File: src/rtl/vga_scan_out_if.sv
// Signal bundle between the VGA scan-out block, the compositor, the pixel ROM
// and the VGA pins. The scan-out block is the master side.
interface vga_scan_out_if;
    logic [9:0]  h_cnt;
    logic [9:0]  v_cnt;
    logic [16:0] pixel_addr;
    logic        notBlank;
    logic        dim;
    logic [16:0] rom_addr;
    logic [11:0] rom_data;
    logic [3:0]  vgaRed;
    logic [3:0]  vgaGreen;
    logic [3:0]  vgaBlue;
    logic        hsync;
    logic        vsync;
    logic        frame_start;

    modport master (
        output h_cnt, v_cnt, rom_addr,
        output vgaRed, vgaGreen, vgaBlue, hsync, vsync, frame_start,
        input  pixel_addr, notBlank, dim, rom_data
    );

    modport slave (
        input  h_cnt, v_cnt, rom_addr,
        input  vgaRed, vgaGreen, vgaBlue, hsync, vsync, frame_start,
        output pixel_addr, notBlank, dim, rom_data
    );
endinterface

File: src/rtl/vga_scan_out.sv
// VGA 640x480@60 scan-out: pixel-rate divider, scan counters, and a two-tick
// pipeline (ROM address / flags, then colour and syncs) so colour and syncs
// reach the pins with the same latency. Timing parameters default to the
// standard 800x525 raster; smaller rasters are only for fast simulation.
module vga_scan_out #(
    parameter logic [9:0] H_VISIBLE    = 10'd640,
    parameter logic [9:0] H_SYNC_START = 10'd656,
    parameter logic [9:0] H_SYNC_END   = 10'd751,
    parameter logic [9:0] H_MAX        = 10'd799,
    parameter logic [9:0] V_VISIBLE    = 10'd480,
    parameter logic [9:0] V_SYNC_START = 10'd490,
    parameter logic [9:0] V_SYNC_END   = 10'd491,
    parameter logic [9:0] V_MAX        = 10'd524
) (
    input  logic           clk,
    input  logic           rst,
    vga_scan_out_if.master bus
);

    logic [1:0]  div;
    logic        pix_tick;
    logic [9:0]  h_cnt;
    logic [9:0]  v_cnt;
    logic        h_end;
    logic        v_end;
    logic        visible;
    logic        hs_raw;
    logic        vs_raw;
    logic [16:0] rom_addr;
    logic        draw_d;
    logic        vis_d;
    logic        hs_d;
    logic        vs_d;
    logic [3:0]  red;
    logic [3:0]  green;
    logic [3:0]  blue;
    logic        hsync;
    logic        vsync;

    // Halve a colour channel when dimming is requested.
    function automatic logic [3:0] shade(input logic [3:0] ch, input logic half);
        return half ? {1'b0, ch[3:1]} : ch;
    endfunction

    // Free-running divide-by-4 giving one pixel tick every fourth clk.
    always_ff @(posedge clk or posedge rst) begin
        if (rst) begin
            div <= 2'd0;
        end else begin
            div <= div + 2'd1;
        end
    end

    assign pix_tick = (div == 2'd3);
    assign h_end    = (h_cnt == H_MAX);
    assign v_end    = (v_cnt == V_MAX);

    // Raster position: advance one pixel per tick, wrap line and frame.
    always_ff @(posedge clk or posedge rst) begin
        if (rst) begin
            h_cnt <= 10'd0;
            v_cnt <= 10'd0;
        end else if (pix_tick) begin
            if (h_end) begin
                h_cnt <= 10'd0;
                v_cnt <= v_end ? 10'd0 : v_cnt + 10'd1;
            end else begin
                h_cnt <= h_cnt + 10'd1;
            end
        end
    end

    assign visible = (h_cnt < H_VISIBLE) && (v_cnt < V_VISIBLE);
    assign hs_raw  = !((h_cnt >= H_SYNC_START) && (h_cnt <= H_SYNC_END));
    assign vs_raw  = !((v_cnt >= V_SYNC_START) && (v_cnt <= V_SYNC_END));

    // Stage 1: latch ROM address and per-pixel flags for the current position.
    always_ff @(posedge clk or posedge rst) begin
        if (rst) begin
            rom_addr <= 17'd0;
            draw_d   <= 1'b0;
            vis_d    <= 1'b0;
            hs_d     <= 1'b1;
            vs_d     <= 1'b1;
        end else if (pix_tick) begin
            rom_addr <= bus.pixel_addr;
            draw_d   <= visible && bus.notBlank;
            vis_d    <= visible;
            hs_d     <= hs_raw;
            vs_d     <= vs_raw;
        end
    end

    // Stage 2: colour from the ROM word (blanked outside drawn pixels) and syncs.
    // The ROM word has had a full pixel period (4 clk) to settle.
    always_ff @(posedge clk or posedge rst) begin
        if (rst) begin
            red   <= 4'd0;
            green <= 4'd0;
            blue  <= 4'd0;
            hsync <= 1'b1;
            vsync <= 1'b1;
        end else if (pix_tick) begin
            if (draw_d && vis_d) begin
                red   <= shade(bus.rom_data[11:8], bus.dim);
                green <= shade(bus.rom_data[7:4], bus.dim);
                blue  <= shade(bus.rom_data[3:0], bus.dim);
            end else begin
                red   <= 4'd0;
                green <= 4'd0;
                blue  <= 4'd0;
            end
            hsync <= hs_d;
            vsync <= vs_d;
        end
    end

    assign bus.h_cnt       = h_cnt;
    assign bus.v_cnt       = v_cnt;
    assign bus.rom_addr    = rom_addr;
    assign bus.vgaRed      = red;
    assign bus.vgaGreen    = green;
    assign bus.vgaBlue     = blue;
    assign bus.hsync       = hsync;
    assign bus.vsync       = vsync;
    // High only in the clk whose tick wraps the raster back to (0,0).
    assign bus.frame_start = pix_tick && h_end && v_end;

endmodule

File: src/flat_wrapper.sv
// flat-port wrapper written by rule: the top's interface ports become plain ports
module vga_scan_out_flat 
#(
    parameter logic [9:0] H_VISIBLE    = 10'd640,
    parameter logic [9:0] H_SYNC_START = 10'd656,
    parameter logic [9:0] H_SYNC_END   = 10'd751,
    parameter logic [9:0] H_MAX        = 10'd799,
    parameter logic [9:0] V_VISIBLE    = 10'd480,
    parameter logic [9:0] V_SYNC_START = 10'd490,
    parameter logic [9:0] V_SYNC_END   = 10'd491,
    parameter logic [9:0] V_MAX        = 10'd524
)
  (clk, rst, bus_h_cnt, bus_v_cnt, bus_rom_addr, bus_vgaRed, bus_vgaGreen, bus_vgaBlue, bus_hsync, bus_vsync, bus_frame_start, bus_pixel_addr, bus_notBlank, bus_dim, bus_rom_data);
  vga_scan_out_if bus_i ();
  input  logic clk;
  input  logic rst;
  output wire logic [$bits(bus_i.h_cnt)-1:0] bus_h_cnt;
  output wire logic [$bits(bus_i.v_cnt)-1:0] bus_v_cnt;
  output wire logic [$bits(bus_i.rom_addr)-1:0] bus_rom_addr;
  output wire logic [$bits(bus_i.vgaRed)-1:0] bus_vgaRed;
  output wire logic [$bits(bus_i.vgaGreen)-1:0] bus_vgaGreen;
  output wire logic [$bits(bus_i.vgaBlue)-1:0] bus_vgaBlue;
  output wire logic [$bits(bus_i.hsync)-1:0] bus_hsync;
  output wire logic [$bits(bus_i.vsync)-1:0] bus_vsync;
  output wire logic [$bits(bus_i.frame_start)-1:0] bus_frame_start;
  input wire logic [$bits(bus_i.pixel_addr)-1:0] bus_pixel_addr;
  input wire logic [$bits(bus_i.notBlank)-1:0] bus_notBlank;
  input wire logic [$bits(bus_i.dim)-1:0] bus_dim;
  input wire logic [$bits(bus_i.rom_data)-1:0] bus_rom_data;
  assign bus_h_cnt = bus_i.h_cnt;
  assign bus_v_cnt = bus_i.v_cnt;
  assign bus_rom_addr = bus_i.rom_addr;
  assign bus_vgaRed = bus_i.vgaRed;
  assign bus_vgaGreen = bus_i.vgaGreen;
  assign bus_vgaBlue = bus_i.vgaBlue;
  assign bus_hsync = bus_i.hsync;
  assign bus_vsync = bus_i.vsync;
  assign bus_frame_start = bus_i.frame_start;
  assign bus_i.pixel_addr = bus_pixel_addr;
  assign bus_i.notBlank = bus_notBlank;
  assign bus_i.dim = bus_dim;
  assign bus_i.rom_data = bus_rom_data;
  vga_scan_out #(.H_VISIBLE(H_VISIBLE), .H_SYNC_START(H_SYNC_START), .H_SYNC_END(H_SYNC_END), .H_MAX(H_MAX), .V_VISIBLE(V_VISIBLE), .V_SYNC_START(V_SYNC_START), .V_SYNC_END(V_SYNC_END), .V_MAX(V_MAX)) u_core (.clk(clk), .rst(rst), .bus(bus_i));
endmodule
File: config.mk
export PLATFORM = sky130hd
export DESIGN_NAME = vga_scan_out_flat
export DESIGN_NICKNAME = d
export VERILOG_FILES = /design/src/rtl/vga_scan_out_if.sv /design/src/rtl/vga_scan_out.sv /design/src/flat_wrapper.sv
export SDC_FILE = /design/constraint.sdc
export NUM_CORES = 1
export LEC_CHECK = 0
export CAP_MARGIN = 20
export CORE_UTILIZATION = 45
export DETAILED_ROUTE_END_ITERATION = 10
export PLACE_DENSITY = 0.84
export SYNTH_ARGS = -nofsm -noshare
export SYNTH_HDL_FRONTEND = slang
export SYNTH_SLANG_ARGS = --single-unit
File: constraint.sdc
create_clock -name clk -period 3.55 [get_ports clk]
set_clock_uncertainty 0.1 [all_clocks]
set_input_delay 0.5325 -clock clk [delete_from_list [all_inputs] [get_ports clk]]
set_output_delay 0.5325 -clock clk [all_outputs]
set_load 0.02 [all_outputs]
==> summary.md, run 1 <==
| Metric | Value |
|---|---|
| Outcome | `finished, final reports clean` |
| Power Internal | `0.00105 W` |
| Sw Pwr | `0.000305 W` |
| RSZ-0062 raised after global routing | `no` |
| Worst-margin pin slew | `0.915 ns` |
| Worst path max stage delay | `0.62 ns` |
| Switching Fraction | `0.225` |
| Die Wd | `77.3 um` |
| Grt total ovfl | `0` |
| Maximum VDD drop | `0.235 mV` |
| Critical Path Fanout Max | `8` |
| Crit path max-delay family | `simple AND/OR/NAND/NOR gates` |
| Postcts setup bufs | `0` |
| Crit path time final | `3.05 ns` |
| Critical Path AT | `2.42 ns` |
| Finished Layout Cells | `390` |
| Layout Nets | `352` |
| Final Power | `0.00135 W` |
| Hold Path Origin | `u_core.div[0]$_DFF_PP0_` |
| Placed cell area | `3460 sq um` |
| CP endpoint kind | `primary output` |
| Drt drc | `0` |
| Setup CP Type | `reg -> out` |
| Max_slew headroom | `0.385` |
| Io pins | `85` |
| DIE AREA | `5970 sq um` |
| CP Launch Point | `u_core.bus.v_cnt[0]$_DFFE_PP0P_` |
| Routability cong. | `0.846` |
| Hold Buf Count CTS | `0` |
| Per-cell routed wire length | `13.5 um` |
| Synthesized cell area | `2550 sq um` |
| Final period utilization | `0.859` |
| Dpl hpwl | `3780 um` |
| CTS root buf | `clkbuf_8` |
| Reg2Reg Setup Slack | `1.31 ns` |
| Core box area | `5470 sq um` |
| F_max | `328 MHz` |
| Hold crit path type | `reg -> reg` |
| Gate Count Post-Synth | `224` |
| Rows | `27` |
| Setup Viol. Count Final | `0` |
| Fill cell count | `440` |
| Final Hold Fails | `0` |
| Ys Warns | `0` |
| Average size of a mapped cell | `11.4 sq um` |
| Initial core utilization | `0.466` |
| # Max-Cap Violations | `0` |
| Combinational power share | `0.100` |
| H-tree levels | `3` |
| Startpoint types | `flip-flop` |
| Area of the multi-input gates | `997 sq um` |
| Final ANT Viol Nets | `0` |
| CTS resizes | `0` |
| DP Cell Count | `375` |
| Worst skew pair latency | `0.32 ns` |
| Required time worst endpoint | `2.92 ns` |
| TritonCTS clock tree | `done` |
| Die height | `77.3 um` |
| CP bufs+invs | `2` |
| Fraction of layout instances using a drive strength above 1 | `0.145` |
| Share of power burned in registers | `0.500` |
| Clock sink count | `57` |
| Final Max Slew Viols | `0` |
| Number of global-route vias before repair | `1954` |
| Initial DRC count | `114` |
| Antenna diode count | `0` |
| Total CTS buffers | `9` |
| GR Util All Layers | `0.194` |
| IO buf count | `84` |
| Setup TNS | `0 ns` |
| Via count | `1973` |
| Seq. cell area | `1430 sq um` |
| Crit-path cells | `inv_1, ha_1, nor4bb_1, nand4_1, nor2_1, clkdlybuf4s50_1` |
| CP max stage cell | `clkdlybuf4s50_1` |
| Cell area after layout | `3640 sq um` |
| Reg2Reg Launch Point | `u_core.bus.h_cnt[1]$_DFFE_PP0N_` |
| Synthesis-to-layout area growth | `42.9%` |
| Largest net degree at the start of global routing | `45` |
| Synthesis-stage register bit count | `57` |
| Initial antenna violation count | `0` |
| Longest Clk Path Bufs | `2` |
| Leak | `1.53 nW` |
| First-pass GRT wire length | `9000 um` |
| Clock power share | `0.400` |
| Clock transition at path regs | `0.06 ns` |
| Post-synth cell types | `32` |
| Via density | `5.06` |
| WL final | `5250 um` |
| Router iterations before antenna repair | `4` |
| Sequential area share after synthesis | `0.561` |
| Power per cell area | `371 nW/um^2` |
| Syn Nets | `262` |
| Hold WS | `0.337 ns` |
final timing paths:
check / endpoint / cells after the start
worst max-delay path: bus_frame_start / 6
worst min-delay path: u_core.div[0]$_DFF_PP0_ / 1
worst max register to register: u_core.bus.v_cnt[6]$_DFFE_PP0P_ / 5
worst min register to register: u_core.div[0]$_DFF_PP0_ / 1
max in group asynchronous: u_core.vs_d$_DFFE_PP1N_ / 3
min in group asynchronous: u_core.bus.rom_addr[1]$_DFFE_PP0N_ / 2
through the flow:
step                setup WS, ns   util
floorplan                   1.34      -
global placement           0.990  0.633
detailed placement         0.865  0.633
CTS                        0.502  0.666
global route               0.307  0.666
finish                     0.502  0.666
sequential cells by signal (all words and copies together), names as in the netlist:
| signal | flops |
|---|---|
| u_core.bus.rom_addr | 17 |
| u_core.bus.h_cnt | 10 |
| u_core.bus.v_cnt | 10 |
| u_core.bus.vgaBlue | 4 |
| u_core.bus.vgaGreen | 4 |
| u_core.bus.vgaRed | 4 |
| u_core.div | 2 |
| u_core.bus.hsync | 1 |
| u_core.bus.vsync | 1 |
| u_core.draw_d | 1 |
| u_core.hs_d | 1 |
| u_core.vis_d | 1 |
| u_core.vs_d | 1 |
power by group through the flow:
stage	clock, W	sequential (W)	combinational [W]
CTS	0.000556	0.000677	0.000138
global route	0.000583	0.000680	0.000146
finish	0.000542	0.000677	0.000135
detailed placement	0	0.000689	0.000137
global placement	0	0.000688	0.000136
floorplan	0	0.000711	0.0000346
area by class of cell:
type                            instances  area share
Inverter                               24      0.0247
Clock buffer                           12      0.0453
Sequential cell                        57       0.393
Clock inverter                          3     0.00412
Multi-Input combinational cell        136       0.274
Tap cell                               72      0.0247
Timing Repair Buffer                   86       0.235
cells by family (layout without fill, tap and decap cells):
kind of cell	count (synthesis)	count (layout)	synth area share
flops	57	57	0.561
compound gates	26	26	0.0594
buf+inv	31	125	0.0486
simple gates	63	63	0.138
mux	30	30	0.127
xor+xnor	12	12	0.0412
fa+ha+maj	5	5	0.0245
synth_stat cells:
cell	instances	share of area
or4b_2	1	0.0039
mux2i_1	11	0.043
o21ai_1	2	0.0039
nand3_2	1	0.0039
o22ai_1	10	0.025
dfstp_2	4	0.041
buf_4	2	0.0059
ha_1	5	0.025
dfrtp_1	53	0.52
mux2_2	19	0.084
o21ai_0	6	0.012
clkbuf_1	5	0.0074
o31ai_1	1	0.0029
nor4_4	1	0.0083
nor2_1	12	0.018
or3_1	3	0.0074
a31oi_1	2	0.0049
a41oi_1	1	0.0034
nand2_1	14	0.021
nor3_1	5	0.0098
xor2_1	1	0.0034
nor4bb_1	1	0.0039
and3_1	3	0.0074
nand3_1	9	0.018
nand4bb_1	1	0.0044
nand2b_1	2	0.0049
a21oi_1	4	0.0079
nand4_1	8	0.020
inv_1	24	0.035
nand4b_1	1	0.0034
nor4_2	1	0.0049
xnor2_1	11	0.038
placed cells by master (no fill, tap or decap), types with 6 or more instances in the layout:
master,instances
mux2_2,19
nand3_1,9
mux2i_1,11
nand4_1,8
xnor2_1,11
clkbuf_8,12
nor2_1,12
clkdlybuf4s50_1,84
o22ai_1,10
nand2_1,14
dfrtp_1,53
inv_1,23
o21ai_0,6
per-layer routing:
layer  global-route usage  wire length [um]
met5                    0                 0
met1                0.235              2280
met4               0.0943                55
met3               0.0583               303
met2                0.313              2620
worst register-to-register path, delay by kind of cell, from the launching register on:
kind,cells,cell delay (ns)
xor gates and xnor gates,1,0.17
adders and majority gates,1,0.23
DFF,1,0.42
and+or+nand+nor,3,1.20
(Power assumes the default switching activity.)
==> inputs of run 2 (changes only) <==
- CORE_UTILIZATION: 45 -> 49
- CTS_CLUSTER_SIZE: not set -> 16
- PLACE_DENSITY: 0.84 -> 0.9
==> run 2 against run 1 <==
Against the previous run:
- wire length up 13%
- critical path depth did not move
- first-iteration DRC count decreased by 17%
- core utilization increased by 8.7 points
- cell count is 1.0% lower
- sequential cell count unchanged
- non-clock buffer count unchanged
- cell area grew 0.76%
- critical path type unchanged
- largest cell class unchanged
==> summary.md, run 2 (same netlist as run 1, synthesis figures left out) <==
| Metric | Value |
|---|---|
| Outcome | `finished, final reports clean` |
| Initial core utilization | `0.523 (+0.0566)` |
| Critical Path Fanout Max | `8 (unchanged)` |
| Top flop regs | `u_core.bus.rom_addr x17, u_core.bus.h_cnt x10, u_core.bus.v_cnt x10` |
| Leak | `1.54 nW (+0.63%)` |
| DIE AREA | `5500 sq um (-7.9%)` |
| H-tree levels | `3 (unchanged)` |
| Power per cell area | `401 nW/um^2 (+7.9%)` |
| M1 WL | `2450 um (+7.4%)` |
| Clock sink count | `57 (unchanged)` |
| First-pass GRT wire length | `8880 um (-1.3%)` |
| Fraction of layout instances using a drive strength above 1 | `0.138 (-0.00672)` |
| Reg2Reg Setup Slack | `1.32 ns (about the same)` |
| Final Hold Fails | `0 (unchanged)` |
| Grt total ovfl | `0 (unchanged)` |
| Seq. cell area | `1430 sq um (unchanged)` |
| Startpoint types | `flip-flop` |
| WL met3 | `315 um (+4.0%)` |
| Initial antenna violation count | `0 (unchanged)` |
| Per-cell routed wire length | `15.4 um (+14%)` |
| Core box area | `4880 sq um (-11%)` |
| Final WS setup | `0.542 ns (+0.0399 ns)` |
| RSZ-0062 raised after global routing | `no` |
| CP Launch Point | `u_core.bus.v_cnt[0]$_DFFE_PP0P_` |
| Synthesis-to-layout area growth | `44.0%` |
| Router iterations before antenna repair | `4 (unchanged)` |
| Finished Layout Cells | `386 (-1.0%)` |
| WL final | `5940 um (+13%)` |
| F_max | `332 MHz (+1.3%)` |
| Setup TNS | `0 ns (unchanged)` |
| CTS resizes | `0 (unchanged)` |
| Reg2Reg Launch Point | `u_core.bus.h_cnt[0]$_DFFE_PP0N_` |
| IO buf count | `84 (unchanged)` |
| TritonCTS clock tree | `done` |
| Postcts setup bufs | `0 (unchanged)` |
| Worst-margin pin slew | `0.911 ns (-0.00448 ns)` |
| Required time worst endpoint | `2.92 ns (about the same)` |
| Hold Buf Count CTS | `0 (unchanged)` |
| Area of the multi-input gates | `997 sq um (unchanged)` |
| Via count | `2009 (+1.8%)` |
| Clock transition at path regs | `0.06 ns (about the same)` |
| Drt drc | `0 (unchanged)` |
| Largest net degree at the start of global routing | `45 (unchanged)` |
| GR Util All Layers | `0.223 (+0.0296)` |
| Layout Nets | `352 (unchanged)` |
| Largest Register | `u_core.bus.rom_addr` |
| Fill cell count | `336 (-24%)` |
| Worst skew pair latency | `0.33 ns (about the same)` |
| CP endpoint kind | `primary output` |
| Final Max Slew Viols | `0 (unchanged)` |
| Via density | `5.20 (+2.9%)` |
| Max reg flops | `17 (unchanged)` |
| Final Power | `0.00147 W (+8.7%)` |
| DP Cell Count | `370 (-1.3%)` |
| Rows | `25 (-7.4%)` |
| Io pins | `85 (unchanged)` |
| Routability cong. | `0.889 (+5.1%)` |
| Die Wd | `74.1 um (-4.1%)` |
| Longest Clk Path Bufs | `2 (unchanged)` |
| Top layer used by detailed routing | `met4` |
| Pre-CTS WS | `0.895 ns (+0.0296 ns)` |
| WL met2 | `3040 um (+16%)` |
| Util after Layout | `0.753 (+0.0866)` |
| Number of global-route vias before repair | `1873 (-4.1%)` |
| Setup CP Type | `reg -> out` |
| Critical Path AT | `2.38 ns (-0.04 ns)` |
| Max_slew headroom | `0.388 (+0.00301)` |
| Crit path time final | `3.01 ns (-0.0399 ns)` |
| Die height | `74.1 um (-4.1%)` |
| Final period utilization | `0.847 (-0.0112)` |
| Dpl hpwl | `4230 um (+12%)` |
| Hold Path Origin | `u_core.div[0]$_DFF_PP0_` |
| Maximum VDD drop | `0.266 mV (+13%)` |
| Total CTS buffers | `9 (unchanged)` |
| Initial DRC count | `95 (-17%)` |
| Final ANT Viol Nets | `0 (unchanged)` |
| Commonest non-fill, non-tap cell in the layout | `clkdlybuf4s50_1` |
| CTS root buf | `clkbuf_8` |
| Setup Viol. Count Final | `0 (unchanged)` |
| Hold crit path type | `reg -> reg` |
| Antenna diode count | `0 (unchanged)` |
| Commonest non-fill, non-tap cells in the layout | `clkdlybuf4s50_1, dfrtp_1, inv_1, mux2_2, nand2_1` |
| # Max-Cap Violations | `0 (unchanged)` |
## run 2: cell count changes in the layout (fill, tap and decap cells not counted), sizes merged
cell / before / now
bufinv: 0 / 2
clkbuf: 12 / 13
clkinv: 3 / 1
## run 2: layout make-up
class,count,share of cell area
Clock inverter,3,0.0177
Timing Repair Buffer,86,0.233
Sequential cell,57,0.390
Clock buffer,13,0.0405
Tap cell,67,0.0228
Inverter,24,0.0245
Multi-Input combinational cell,136,0.272
## run 2: worst paths after layout
check                                                           end  cells after the start
worst max register to register      u_core.bus.v_cnt[8]$_DFFE_PP0P_                      5
worst min register to register              u_core.div[0]$_DFF_PP0_                      1
worst max-delay path                                bus_frame_start                      6
worst min-delay path                        u_core.div[0]$_DFF_PP0_                      1
min in group asynchronous        u_core.bus.rom_addr[1]$_DFFE_PP0N_                      2
max in group asynchronous       u_core.bus.rom_addr[14]$_DFFE_PP0N_                      3
## run 2: metrics by stage
| stage | hold slack, ns | instance area (sq um) |
|---|---|---|
| detailed placement | 0.338 | 3460 |
| floorplan | 0.301 | 2550 |
| global placement | 0.315 | 3460 |
| finish | 0.346 | 3670 |
| CTS | 0.347 | 3670 |
| global route | 0.364 | 3670 |
## run 2: report_power, final
part	internal (W)	switching, W	total, W
Clock	0.000414	0.000241	0.000656
Combinational	0.0000776	0.0000610	0.000139
Sequential	0.000668	0.00000891	0.000677
Total	0.00116	0.000311	0.00147
## run 2: worst max-delay path: stages (launching register included)
cell             delay (ns)
dfrtp_1                0.42
inv_1                  0.12
ha_1                   0.15
nor4bb_1               0.21
nand4_1                0.33
nor2_1                 0.19
clkdlybuf4s50_1        0.62
## run 2: per-layer routing
| metal | up-vias | track usage |
|---|---|---|
| met4 | 0 | 0.111 |
| li1 | 957 | - |
| met2 | 69 | 0.374 |
| met5 | - | 0 |
| met1 | 970 | 0.260 |
| met3 | 13 | 0.0705 |
==> inputs of run 3 (changes only) <==
- CORE_UTILIZATION: 49 -> 41
- PLACE_DENSITY: 0.9 -> 0.81
- clock period: 3.55 -> 2.5 ns (I/O delays scaled with it)
==> run 3 against run 2 <==
Against the previous run:
- hold slack got worse by 0.027 ns
- first-iteration DRC count fell by 22%
- worst setup slack got worse by 0.31 ns
- cell area rose by 0.99%
- sequential share of layout area fell by 0.38 points
- largest cell class unchanged
- largest power group unchanged
==> summary.md, run 3 (same netlist as run 1, synthesis figures left out) <==
| Metric | Value |
|---|---|
| Outcome | `finished, final reports clean` |
| Via count | `2009 (unchanged)` |
| Final ANT Viol Nets | `0 (unchanged)` |
| DIE AREA | `6540 sq um (+19%)` |
| Critical Path Fanout Max | `5 (-3)` |
| Longest Clk Path Bufs | `2 (unchanged)` |
| Largest net degree at the start of global routing | `58 (+29%)` |
| Via density | `5.01 (-3.7%)` |
| Max reg flops | `17 (unchanged)` |
| CTS root buf | `clkbuf_8` |
| Required time worst endpoint | `2.03 ns (-0.89 ns)` |
| H-tree levels | `3 (unchanged)` |
| Util after Layout | `0.623 (-0.130)` |
| Stages on worst setup path | `6 (unchanged)` |
| First-pass GRT wire length | `9070 um (+2.2%)` |
| Routability cong. | `0.815 (-8.3%)` |
| Commonest non-fill, non-tap cells in the layout | `clkdlybuf4s50_1, dfrtp_1, inv_1, mux2_2, nand2_1` |
| Setup TNS | `0 ns (unchanged)` |
| Final Max Slew Viols | `0 (unchanged)` |
| Router iterations before antenna repair | `4 (unchanged)` |
| CP endpoint kind | `primary output` |
| Core box area | `5960 sq um (+22%)` |
| Number of global-route vias before repair | `2063 (+10%)` |
| Max_slew headroom | `0.630 (+0.242)` |
| Total CTS buffers | `9 (unchanged)` |
| Worst-margin pin slew | `0.553 ns (-0.358 ns)` |
| Setup CP Type | `reg -> out` |
| Die height | `80.9 um (+9.1%)` |
| Layout Nets | `359 (+2.0%)` |
| Clock transition at path regs | `0.06 ns (about the same)` |
| Crit path max-delay family | `simple AND/OR/NAND/NOR gates` |
| Crit-path cells | `ha_1, nand3_2, nor4_2, inv_1, nor2_1, clkbuf_2` |
| TritonCTS clock tree | `done` |
| Critical Path AT | `1.80 ns (-0.58 ns)` |
| Power per cell area | `521 nW/um^2 (+30%)` |
| Clock sink count | `57 (unchanged)` |
| Crit path time final | `2.27 ns` |
| Hold crit path type | `in -> async` |
| Worst path max stage delay | `0.41 ns (-0.21 ns)` |
| Fraction of layout instances using a drive strength above 1 | `0.156 (+0.0185)` |
| Top flop regs | `u_core.bus.rom_addr x17, u_core.bus.h_cnt x10, u_core.bus.v_cnt x10` |
| Startpoint types | `flip-flop` |
| RSZ-0062 raised after global routing | `no` |
| F_max | `440 MHz` |
| CP max stage cell | `dfrtp_1` |
| Final Hold Fails | `0 (unchanged)` |
| IO buf count | `84 (unchanged)` |
| WL final | `5600 um (-5.8%)` |
| Reg2Reg Setup Slack | `0.46 ns (-0.86 ns)` |
| Reg2Reg Launch Point | `u_core.bus.h_cnt[1]$_DFFE_PP0N_` |
| Per-cell routed wire length | `14.0 um (-9.3%)` |
| Commonest non-fill, non-tap cell in the layout | `clkdlybuf4s50_1` |
| # Max-Cap Violations | `0 (unchanged)` |
| Die Wd | `80.9 um (+9.1%)` |
| Initial DRC count | `74 (-22%)` |
| CP bufs+invs | `2 (unchanged)` |
| Final period utilization | `0.909` |
| Synthesis-to-layout area growth | `45.4%` |
| Maximum VDD drop | `0.370 mV (+39%)` |
| Grt total ovfl | `0 (unchanged)` |
| Dpl hpwl | `3920 um (-7.3%)` |
| Drt drc | `0 (unchanged)` |
| Initial core utilization | `0.428 (-0.0944)` |
| Postcts setup bufs | `0 (unchanged)` |
| Initial antenna violation count | `0 (unchanged)` |
| Leak | `1.57 nW (+1.6%)` |
| Hold Buf Count CTS | `0 (unchanged)` |
| Rows | `28 (+12%)` |
| Worst skew pair latency | `0.33 ns (about the same)` |
| Largest Register | `u_core.bus.rom_addr` |
| Antenna diode count | `0 (unchanged)` |
| Setup Viol. Count Final | `0 (unchanged)` |
| Io pins | `85 (unchanged)` |
| Worst R2R End | `u_core.bus.v_cnt[7]$_DFFE_PP0P_` |
| R2R depth | `6 (+1)` |
| GR Util All Layers | `0.183 (-0.0402)` |
[run 3: worst max path at each step]
stage | startpoint | end | slack, ns
after floorplan | u_core.bus.h_cnt[0]$_DFFE_PP0N_ | bus_frame_start | 0.45
after global placement | u_core.bus.h_cnt[1]$_DFFE_PP0N_ | bus_frame_start | 0.19
after detailed placement | u_core.bus.h_cnt[1]$_DFFE_PP0N_ | bus_frame_start | 0.11
after CTS | u_core.bus.h_cnt[1]$_DFFE_PP0N_ | bus_frame_start | 0.03
after global routing | u_core.bus.h_cnt[1]$_DFFE_PP0N_ | bus_frame_start | 0.05
final | u_core.bus.h_cnt[1]$_DFFE_PP0N_ | bus_frame_start | 0.23
[run 3: power breakdown]
group	switching (W)	leakage (nW)	internal, W
Combinational	0.0000857	0.768	0.000113
Sequential	0.0000134	0.710	0.000949
Clock	0.000329	0.0910	0.000443
Total	0.000428	1.57	0.00150
[run 3: tightest hold or removal path, delay by kind of cell]
kind	cells	cell delay, ns
buf+inv	3	0.76
[run 3: cell type report]
cell class,count,area [sq um]
Fill cell,532,2250
Tap cell,75,93.8
Sequential cell,57,1430
Multi-Input combinational cell,136,997
Clock buffer,16,180
Timing Repair Buffer,93,916
Inverter,24,90.1
[run 3: stage by stage]
step	power, W	std cells	hold slack (ns)	setup WS [ns]	cell area [sq um]
after floorplan	0.00106	224	0.301	0.452	2550
after global placement	0.00117	385	0.315	0.187	3530
after detailed placement	0.00118	385	0.330	0.112	3530
after CTS	0.00196	401	0.333	0.0287	3710
after global routing	0.00202	401	0.367	0.0493	3710
final	0.00193	401	0.319	0.229	3710
[run 3: repair_timing]
item / CTS / global route
resized for setup: 1 / 2
pin swaps: 0 / 0
setup endpoints to repair: 1 / 1
[run 3: metal layers]
layer / wire length, um / track usage / share of wire / vias up
met5: 0 / 0 / 0 / -
met4: 93 / 0.0768 / 0.017 / 0
met3: 362 / 0.0652 / 0.065 / 11
met2: 2700 / 0.307 / 0.48 / 63
met1: 2450 / 0.212 / 0.44 / 965
li1: - / - / - / 970
